<file path="src/rtl/sat_up_itl_pkg.sv">
// Shared definitions for the SAT_UP ping-pong block interleaver.
//   - link geometry table (link id -> rows, cols, frame length - 1)
//   - memory sizing constants
//   - bank-state and write-FSM encodings, per-bank frame descriptor
package sat_up_itl_pkg;

  localparam int ITL_MAX_ROWS = 16;
  localparam int ITL_MAX_COLS = 16;
  localparam int MAX_N        = ITL_MAX_ROWS * ITL_MAX_COLS;
  localparam int ADDR_W       = $clog2(2 * MAX_N);
  localparam int DIM_W        = $clog2(ITL_MAX_ROWS + 1);
  localparam int CNT_W        = $clog2(MAX_N);

  typedef enum logic [1:0] {
    BK_EMPTY   = 2'd0,
    BK_FILLING = 2'd1,
    BK_FULL    = 2'd2,
    BK_READING = 2'd3
  } bank_st_e;

  typedef enum logic {
    W_IDLE = 1'b0,
    W_FILL = 1'b1
  } w_state_e;

  // n_m1 holds N-1 so the table needs no multiplier and fits CNT_W bits.
  typedef struct packed {
    logic [DIM_W-1:0] rows;
    logic [DIM_W-1:0] cols;
    logic [CNT_W-1:0] n_m1;
  } geom_t;

  typedef struct packed {
    geom_t g;
    logic  mode;
  } desc_t;

  // rows == 0 marks an unknown link id.
  function automatic geom_t sat_up_itl_geom(input logic [7:0] id);
    geom_t g;
    g = '0;
    case (id)
      8'h00: begin g.rows = DIM_W'(4);  g.cols = DIM_W'(4);  g.n_m1 = CNT_W'(15);  end
      8'h14: begin g.rows = DIM_W'(8);  g.cols = DIM_W'(12); g.n_m1 = CNT_W'(95);  end
      8'h20: begin g.rows = DIM_W'(16); g.cols = DIM_W'(16); g.n_m1 = CNT_W'(255); end
      default: g = '0;
    endcase
    return g;
  endfunction

endpackage

</file>
<file path="src/rtl/sat_up_itl_ram.sv">
// Simple dual-port RAM holding both interleaver banks (bank = address MSB).
// Ports:
//   clk            clock
//   we/waddr/wdata write port, written on the rising edge
//   re/raddr       read request, data appears on q one cycle later
//   q              registered read data (holds when re is low)
module sat_up_itl_ram #(
  parameter int DW = 1,
  parameter int AW = 9
) (
  input  logic          clk,
  input  logic          we,
  input  logic [AW-1:0] waddr,
  input  logic [DW-1:0] wdata,
  input  logic          re,
  input  logic [AW-1:0] raddr,
  output logic [DW-1:0] q
);

  logic [DW-1:0] mem [2**AW];

  always_ff @(posedge clk) begin
    if (we) mem[waddr] <= wdata;
    if (re) q <= mem[raddr];
  end

endmodule

</file>
<file path="src/rtl/sat_up_itl_pp.sv">
// Ping-pong block interleaver / deinterleaver for the SAT_UP uplink.
// One bank fills while the other drains; geometry and direction are latched
// per frame from link_id / itl_mode on the frame's first sample.
// Ports:
//   clk, n_rst         clock, synchronous active-low reset
//   link_id, itl_mode  frame geometry selector, 1 = interleave 0 = deinterleave
//   din, din_vld       input samples; din_rdy low means samples are dropped
//   request            pop one output sample per cycle
//   dout, dout_vld     output sample, one cycle after a serviced request
//   dout_last          last sample of a frame
// Optional (macro SAT_UP_ITL_ERR_EN): ovf, udf, bad_id registered error pulses.
module sat_up_itl_pp
  import sat_up_itl_pkg::*;
#(
  parameter int DW       = 1,
  parameter int MAX_ROWS = ITL_MAX_ROWS,
  parameter int MAX_COLS = ITL_MAX_COLS,
  parameter int ID_W     = 6
) (
  input  logic            clk,
  input  logic            n_rst,
  input  logic [ID_W-1:0] link_id,
  input  logic            itl_mode,
  input  logic [DW-1:0]   din,
  input  logic            din_vld,
  output logic            din_rdy,
  input  logic            request,
  output logic [DW-1:0]   dout,
  output logic            dout_vld,
  output logic            dout_last
`ifdef SAT_UP_ITL_ERR_EN
  ,
  output logic            ovf,
  output logic            udf,
  output logic            bad_id
`endif
);

  localparam int LAW = $clog2(MAX_ROWS * MAX_COLS);

  // Next address within a bank. Column-major walks add the row stride and
  // wrap by subtracting N-1 once the row counter reaches the last row.
  function automatic void step_addr(
    input  logic [LAW-1:0]   addr,
    input  logic [DIM_W-1:0] r,
    input  geom_t            g,
    input  logic             by_col,
    output logic [LAW-1:0]   addr_n,
    output logic [DIM_W-1:0] r_n
  );
    if (!by_col) begin
      addr_n = addr + 1'b1;
      r_n    = '0;
    end else if (r == g.rows - 1'b1) begin
      addr_n = addr + LAW'(g.cols) - LAW'(g.n_m1);
      r_n    = '0;
    end else begin
      addr_n = addr + LAW'(g.cols);
      r_n    = r + 1'b1;
    end
  endfunction

  w_state_e         w_state;
  bank_st_e         bank_st [2];
  desc_t            desc    [2];
  logic             w_ptr, rd_ptr;
  logic [LAW-1:0]   w_addr, w_cnt, r_addr, r_cnt;
  logic [DIM_W-1:0] w_r, r_r;
  logic             rd_vld_p1, rd_last_p1;
  logic [DW-1:0]    ram_q;

  geom_t            id_g, cur_g, rd_g;
  logic             cur_mode;
  logic             accept, we, w_last, rd_ok, serviced, r_last;
  logic [LAW-1:0]   w_addr_n, r_addr_n;
  logic [DIM_W-1:0] w_r_n, r_r_n;

  // ---- stage p0: write-side and read-side address/control decode ----
  always_comb begin
    id_g     = sat_up_itl_geom(8'(link_id));
    cur_g    = desc[w_ptr].g;
    cur_mode = desc[w_ptr].mode;
    if (w_state == W_IDLE) begin
      cur_g    = id_g;
      cur_mode = itl_mode;
    end
    din_rdy = (w_state == W_FILL) || (bank_st[w_ptr] == BK_EMPTY);
    accept  = din_vld && din_rdy;
    // Unknown-geometry samples are accepted but never reach memory.
    we      = accept && ((w_state == W_FILL) || (id_g.rows != '0));
    w_last  = (w_cnt == LAW'(cur_g.n_m1));
    // Interleave writes row-major; deinterleave writes column-major.
    step_addr(w_addr, w_r, cur_g, !cur_mode, w_addr_n, w_r_n);

    rd_g     = desc[rd_ptr].g;
    rd_ok    = (bank_st[rd_ptr] == BK_FULL) || (bank_st[rd_ptr] == BK_READING);
    serviced = request && rd_ok;
    r_last   = (r_cnt == LAW'(rd_g.n_m1));
    step_addr(r_addr, r_r, rd_g, desc[rd_ptr].mode, r_addr_n, r_r_n);
  end

  // Descriptors are data: written on a frame's first sample, never reset.
  always_ff @(posedge clk) begin
    if (we && (w_state == W_IDLE)) begin
      desc[w_ptr].g    <= id_g;
      desc[w_ptr].mode <= itl_mode;
    end
  end

  always_ff @(posedge clk) begin
    if (!n_rst) begin
      w_state    <= W_IDLE;
      bank_st[0] <= BK_EMPTY;
      bank_st[1] <= BK_EMPTY;
      w_ptr      <= 1'b0;
      rd_ptr     <= 1'b0;
      w_addr     <= '0;
      w_cnt      <= '0;
      w_r        <= '0;
      r_addr     <= '0;
      r_cnt      <= '0;
      r_r        <= '0;
      rd_vld_p1  <= 1'b0;
      rd_last_p1 <= 1'b0;
    end else begin
      if (we) begin
        if (w_last) begin
          bank_st[w_ptr] <= BK_FULL;
          w_state        <= W_IDLE;
          w_ptr          <= ~w_ptr;
          w_addr         <= '0;
          w_cnt          <= '0;
          w_r            <= '0;
        end else begin
          bank_st[w_ptr] <= BK_FILLING;
          w_state        <= W_FILL;
          w_addr         <= w_addr_n;
          w_cnt          <= w_cnt + 1'b1;
          w_r            <= w_r_n;
        end
      end
      // The read bank is never the write bank, so both updates can land
      // in the same cycle.
      if (serviced) begin
        if (r_last) begin
          bank_st[rd_ptr] <= BK_EMPTY;
          rd_ptr          <= ~rd_ptr;
          r_addr          <= '0;
          r_cnt           <= '0;
          r_r             <= '0;
        end else begin
          bank_st[rd_ptr] <= BK_READING;
          r_addr          <= r_addr_n;
          r_cnt           <= r_cnt + 1'b1;
          r_r             <= r_r_n;
        end
      end
      rd_vld_p1  <= serviced;
      rd_last_p1 <= serviced && r_last;
    end
  end

  sat_up_itl_ram #(
    .DW (DW),
    .AW (LAW + 1)
  ) u_ram (
    .clk   (clk),
    .we    (we),
    .waddr ({w_ptr, w_addr}),
    .wdata (din),
    .re    (serviced),
    .raddr ({rd_ptr, r_addr}),
    .q     (ram_q)
  );

  // ---- stage p1: registered RAM output ----
  // RAM data is not reset, so gate it to keep dout at 0 when not valid.
  assign dout      = rd_vld_p1 ? ram_q : '0;
  assign dout_vld  = rd_vld_p1;
  assign dout_last = rd_last_p1;

`ifdef SAT_UP_ITL_ERR_EN
  always_ff @(posedge clk) begin
    if (!n_rst) begin
      ovf    <= 1'b0;
      udf    <= 1'b0;
      bad_id <= 1'b0;
    end else begin
      ovf    <= din_vld && !din_rdy;
      udf    <= request && !rd_ok;
      bad_id <= accept && (w_state == W_IDLE) && (id_g.rows == '0);
    end
  end
`endif

endmodule

</file>
<file path="config.mk">
export PLATFORM = sky130hd
export DESIGN_NAME = sat_up_itl_pp
export DESIGN_NICKNAME = d
export VERILOG_FILES = /design/src/rtl/sat_up_itl_pkg.sv /design/src/rtl/sat_up_itl_ram.sv /design/src/rtl/sat_up_itl_pp.sv
export SDC_FILE = /design/constraint.sdc
export NUM_CORES = 1
export LEC_CHECK = 0
export ABC_AREA = 1
export CELL_PAD_IN_SITES_DETAIL_PLACEMENT = 1
export CELL_PAD_IN_SITES_GLOBAL_PLACEMENT = 1
export CORE_MARGIN = 4
export CORE_UTILIZATION = 36
export DETAILED_ROUTE_END_ITERATION = 8
export GPL_TIMING_DRIVEN = 0
export PLACE_DENSITY_LB_ADDON = 0.1
export SYNTH_ARGS = -nofsm -noshare
export SYNTH_HDL_FRONTEND = slang
export SYNTH_SLANG_ARGS = --single-unit
</file>
<file path="constraint.sdc">
create_clock -name clk -period 6.5 [get_ports clk]
set_clock_uncertainty 0.05 [all_clocks]
set_input_delay 1.3 -clock clk [delete_from_list [all_inputs] [get_ports clk]]
set_output_delay 1.3 -clock clk [all_outputs]
set_load 0.005 [all_outputs]
</file>
==> flow_summary.ini <==
[power_and_ir_drop]
internal_pwr_total_w = 0.007028
pwr-share-comb_pct = 26.5
pwr-share-seq_pct = 38.1
p_leak_nw = 11.81
pwr_density_cell_nw_per_um2 = 333.5
p_sw_share_pct = 35.14
p_clk_share_pct = 35.5
total_switching_power_w = 0.003807
irDropWorstVdd_mv = 0.2059

[finish]
fillers = 9143
final_layout_size_suffix_gt1_share_pct = 8.522
layout.nets = 3315
diodes = 0
syn2layout_area_growth_pct = 13.24
fin_util_pct = 41.12
final_area_um2 = 32490
layout.cells.most_common_list = 712 x sky130_fd_sc_hd__nand2_1, 670 x sky130_fd_sc_hd__nor2_1, 531 x sky130_fd_sc_hd__edfxtp_1
multi_input_area_um2 = 9828
layout.cells.most_common = sky130_fd_sc_hd__nand2_1
register_area_um2 = 16930

[flow_run]
max-cap-violations = 0

[synthesis]
post_synth_edffs = 531
yosys_register_bits = 580
postSynthNetCount = 3220
synthDistinctLibCells = 49
netlist_instances = 3173
ys.warnings.count = 0
post_synth.cell_area_avg_um2 = 9.041
postSynth.asyncResetShare_pct = 0
ys.flop_type = sky130_fd_sc_hd__edfxtp_1
synthesis.area_um2 = 28690
ys_seq_area_share_pct = 59.00

[cts]
clk_path_buf_depth = 3
cts_repair_resized_insts = 0
postCtsHoldBufs = 0
post_cts_buffers = 0
tritoncts_clock_tree = yes
ctsRootBufferMaster = sky130_fd_sc_hd__clkbuf_16
clock_insertion_delay_worst_skew_ns = 0.62
htree_num_levels = 3
cts-buffers-inserted = 71
number_of_sinks_handled_by_clock_tree_synthesis = 580
clk_pin_slew_ns = 0.06

[worst_setup_path]
timing.critical_path.required_ns = 6.91
crit_fanout = 5
crit_arrival_ns = 5.08
worstSetupPathType = in -> reg
cp-startpoint = link_id[2]
worst_r2r_startpoint = r_addr[6]
setup.worst_path.end_class = flop
launching_element_type_of_the_critical_path = input pin

[floorplan]
initial_utilization_pct = 36.31
design.portCount = 16
design.core.area_um2 = 79000
die_h_um = 290.3
number_of_cell_rows = 103
die_area_um2 = 84270
die_width_um = 290.3

[place]
dp.final_hpwl_mm = 77.97
postPlaceCellArea_um2 = 30300
buffer_ports.inserted = 15
finalWeightedCongestion = 0.8855
detailedPlace.worstSlack_ns = 1.170

[timing]
post-route-min-period_ns = 4.674
actual_transition_at_the_worst_max_transition_pin_ns = 1.383
hold_viol_final = 0
setup_repair_after_global_routing_missed_its_margin = false
worst_slew_margin_rel_pct = 7.071
setup_violations = 0
maxClockFrequency_mhz = 214.0
period_share_pct = 71.90
final-max-slew-violation-count = 0
postLayoutSetupSlackWorst_ns = 1.826

[detailed_routing]
via_count = 23870
detail_route.vias_per_cell = 5.461
drt-pass1-iter-count = 6
first_iter_violations = 2650
routed_wirelength_mm = 118.3
detail_route.drc_violations = 0
wire_per_inst_um = 27.07
antenna_violating_nets_post_route = 0

[min_path]
timing.hold.worst.class = reg -> reg
worstHoldStart = w_cnt[1]

[outcome]
run_status = finished clean

[global_routing]
grt_antenna_before_repair = 3
grt_overall_usage_pct = 27.32
grt_pass1_wl_mm = 167.6
grt_max_degree = 183
grt_pass1_vias = 23890
grt_remaining_overflow = 0
-- power groups by stage --
stage	Combinational, W	Clock [W]	Sequential [W]
2_1_floorplan	0.00154	0	0.00419
4_1_cts	0.00281	0.00389	0.00412
5_1_grt	0.00304	0.00405	0.00412
3_5_place_dp	0.00280	0	0.00420
6_report	0.00287	0.00384	0.00412
3_3_place_gp	0.00275	0	0.00427
-- state kept, by name, indices dropped and copies added (netlist names), 4 cells and up, named ones only --
| signal | flops |
|---|---|
| w_addr | 8 |
| u_ram.mem | 512 |
| w_cnt | 8 |
| r_r | 5 |
| w_r | 5 |
| r_cnt | 8 |
| desc | 14 |
| r_addr | 8 |
| bank_st | 4 |
-- cell type report --
cell class	instances	area share, %
clock inverters	29	0.5970
multi-input cells	2124	30.25
plain buffers	209	2.993
clock buffers	97	6.124
inverters	260	3.004
well taps	1050	4.044
flip-flops and latches	580	52.10
repair buffers	22	0.8820
-- logic make-up (layout without fill, tap and decap cells) --
kind of cell	after synthesis	after routing	share of synthesized area, %
and+or+nand+nor	1772	1772	25.93
DFF	580	580	59.00
buffers and inverters	469	617	6.791
AOI/OAI and AO/OA	281	281	5.543
xor gates and xnor gates	36	36	1.099
adders and majority gates	35	35	1.631
-- synth_stat cells (31+ instances only) --
cell type / count / share of area (%)
sky130_fd_sc_hd__a21oi_1: 85 / 1.5
sky130_fd_sc_hd__edfxtp_1: 531 / 56
sky130_fd_sc_hd__dfxtp_1: 49 / 3.4
sky130_fd_sc_hd__ha_1: 31 / 1.4
sky130_fd_sc_hd__xor2_1: 31 / 0.95
sky130_fd_sc_hd__nand3_1: 223 / 3.9
sky130_fd_sc_hd__o21ai_0: 124 / 2.2
sky130_fd_sc_hd__o211ai_1: 47 / 1.2
sky130_fd_sc_hd__nor3_1: 91 / 1.6
sky130_fd_sc_hd__clkbuf_1: 78 / 1.0
sky130_fd_sc_hd__inv_1: 245 / 3.2
sky130_fd_sc_hd__buf_2: 102 / 1.8
sky130_fd_sc_hd__nor2_1: 672 / 8.8
sky130_fd_sc_hd__nand2_1: 712 / 9.3
-- metal layers --
metal  part of all wire, %  global-route usage [%]  vias up
met1                    42                   37.10    12090
met5                     0                       0        -
met4                   3.9                   10.14        0
met3                   7.3                   3.798      214
li1                      -                       -    10640
met2                    46                   44.75      935
-- metrics by stage --
stage,std cells,power [W],TNS (ns),hold WS (ns)
after CTS,4371,0.01083,0,0.4460
after global routing,4371,0.01122,0,0.4820
final,4371,0.01084,0,0.4433
after detailed placement,4245,0.007000,0,0.4354
after floorplan,3173,0.005727,0,0.4121
after global placement,4238,0.007022,-4713.16,0.4255
-- path summary, 6_finish.rpt --
path / cells past startpoint / endpoint / slack (ns)
hold reg to reg: 2 / w_cnt[1] / 0.44
setup reg to reg: 15 / r_addr[7] / 2.72
setup / recovery: 23 / w_addr[7] / 1.83
hold / removal: 2 / w_cnt[1] / 0.44
-- worst max-delay path: stages --
cell	delay (ns)
sky130_fd_sc_hd__clkdlybuf4s50_1	0.51
sky130_fd_sc_hd__inv_1	0.06
sky130_fd_sc_hd__nor2_2	0.08
sky130_fd_sc_hd__nand4_2	0.15
sky130_fd_sc_hd__nand2_1	0.14
sky130_fd_sc_hd__inv_2	0.06
sky130_fd_sc_hd__a31oi_1	0.35
sky130_fd_sc_hd__inv_1	0.17
sky130_fd_sc_hd__fa_1	0.44
sky130_fd_sc_hd__o21ai_0	0.24
sky130_fd_sc_hd__xor2_1	0.25
sky130_fd_sc_hd__inv_1	0.08
sky130_fd_sc_hd__ha_1	0.33
sky130_fd_sc_hd__nand2_1	0.09
sky130_fd_sc_hd__nor2_1	0.10
sky130_fd_sc_hd__nand2_1	0.06
sky130_fd_sc_hd__o211ai_1	0.09
sky130_fd_sc_hd__xor2_1	0.24
sky130_fd_sc_hd__nand2_1	0.08
sky130_fd_sc_hd__nand2_1	0.06
sky130_fd_sc_hd__nand3_1	0.06
sky130_fd_sc_hd__nand2_1	0.09
sky130_fd_sc_hd__a21oi_1	0.05
Power figures use the tool's default switching activity.
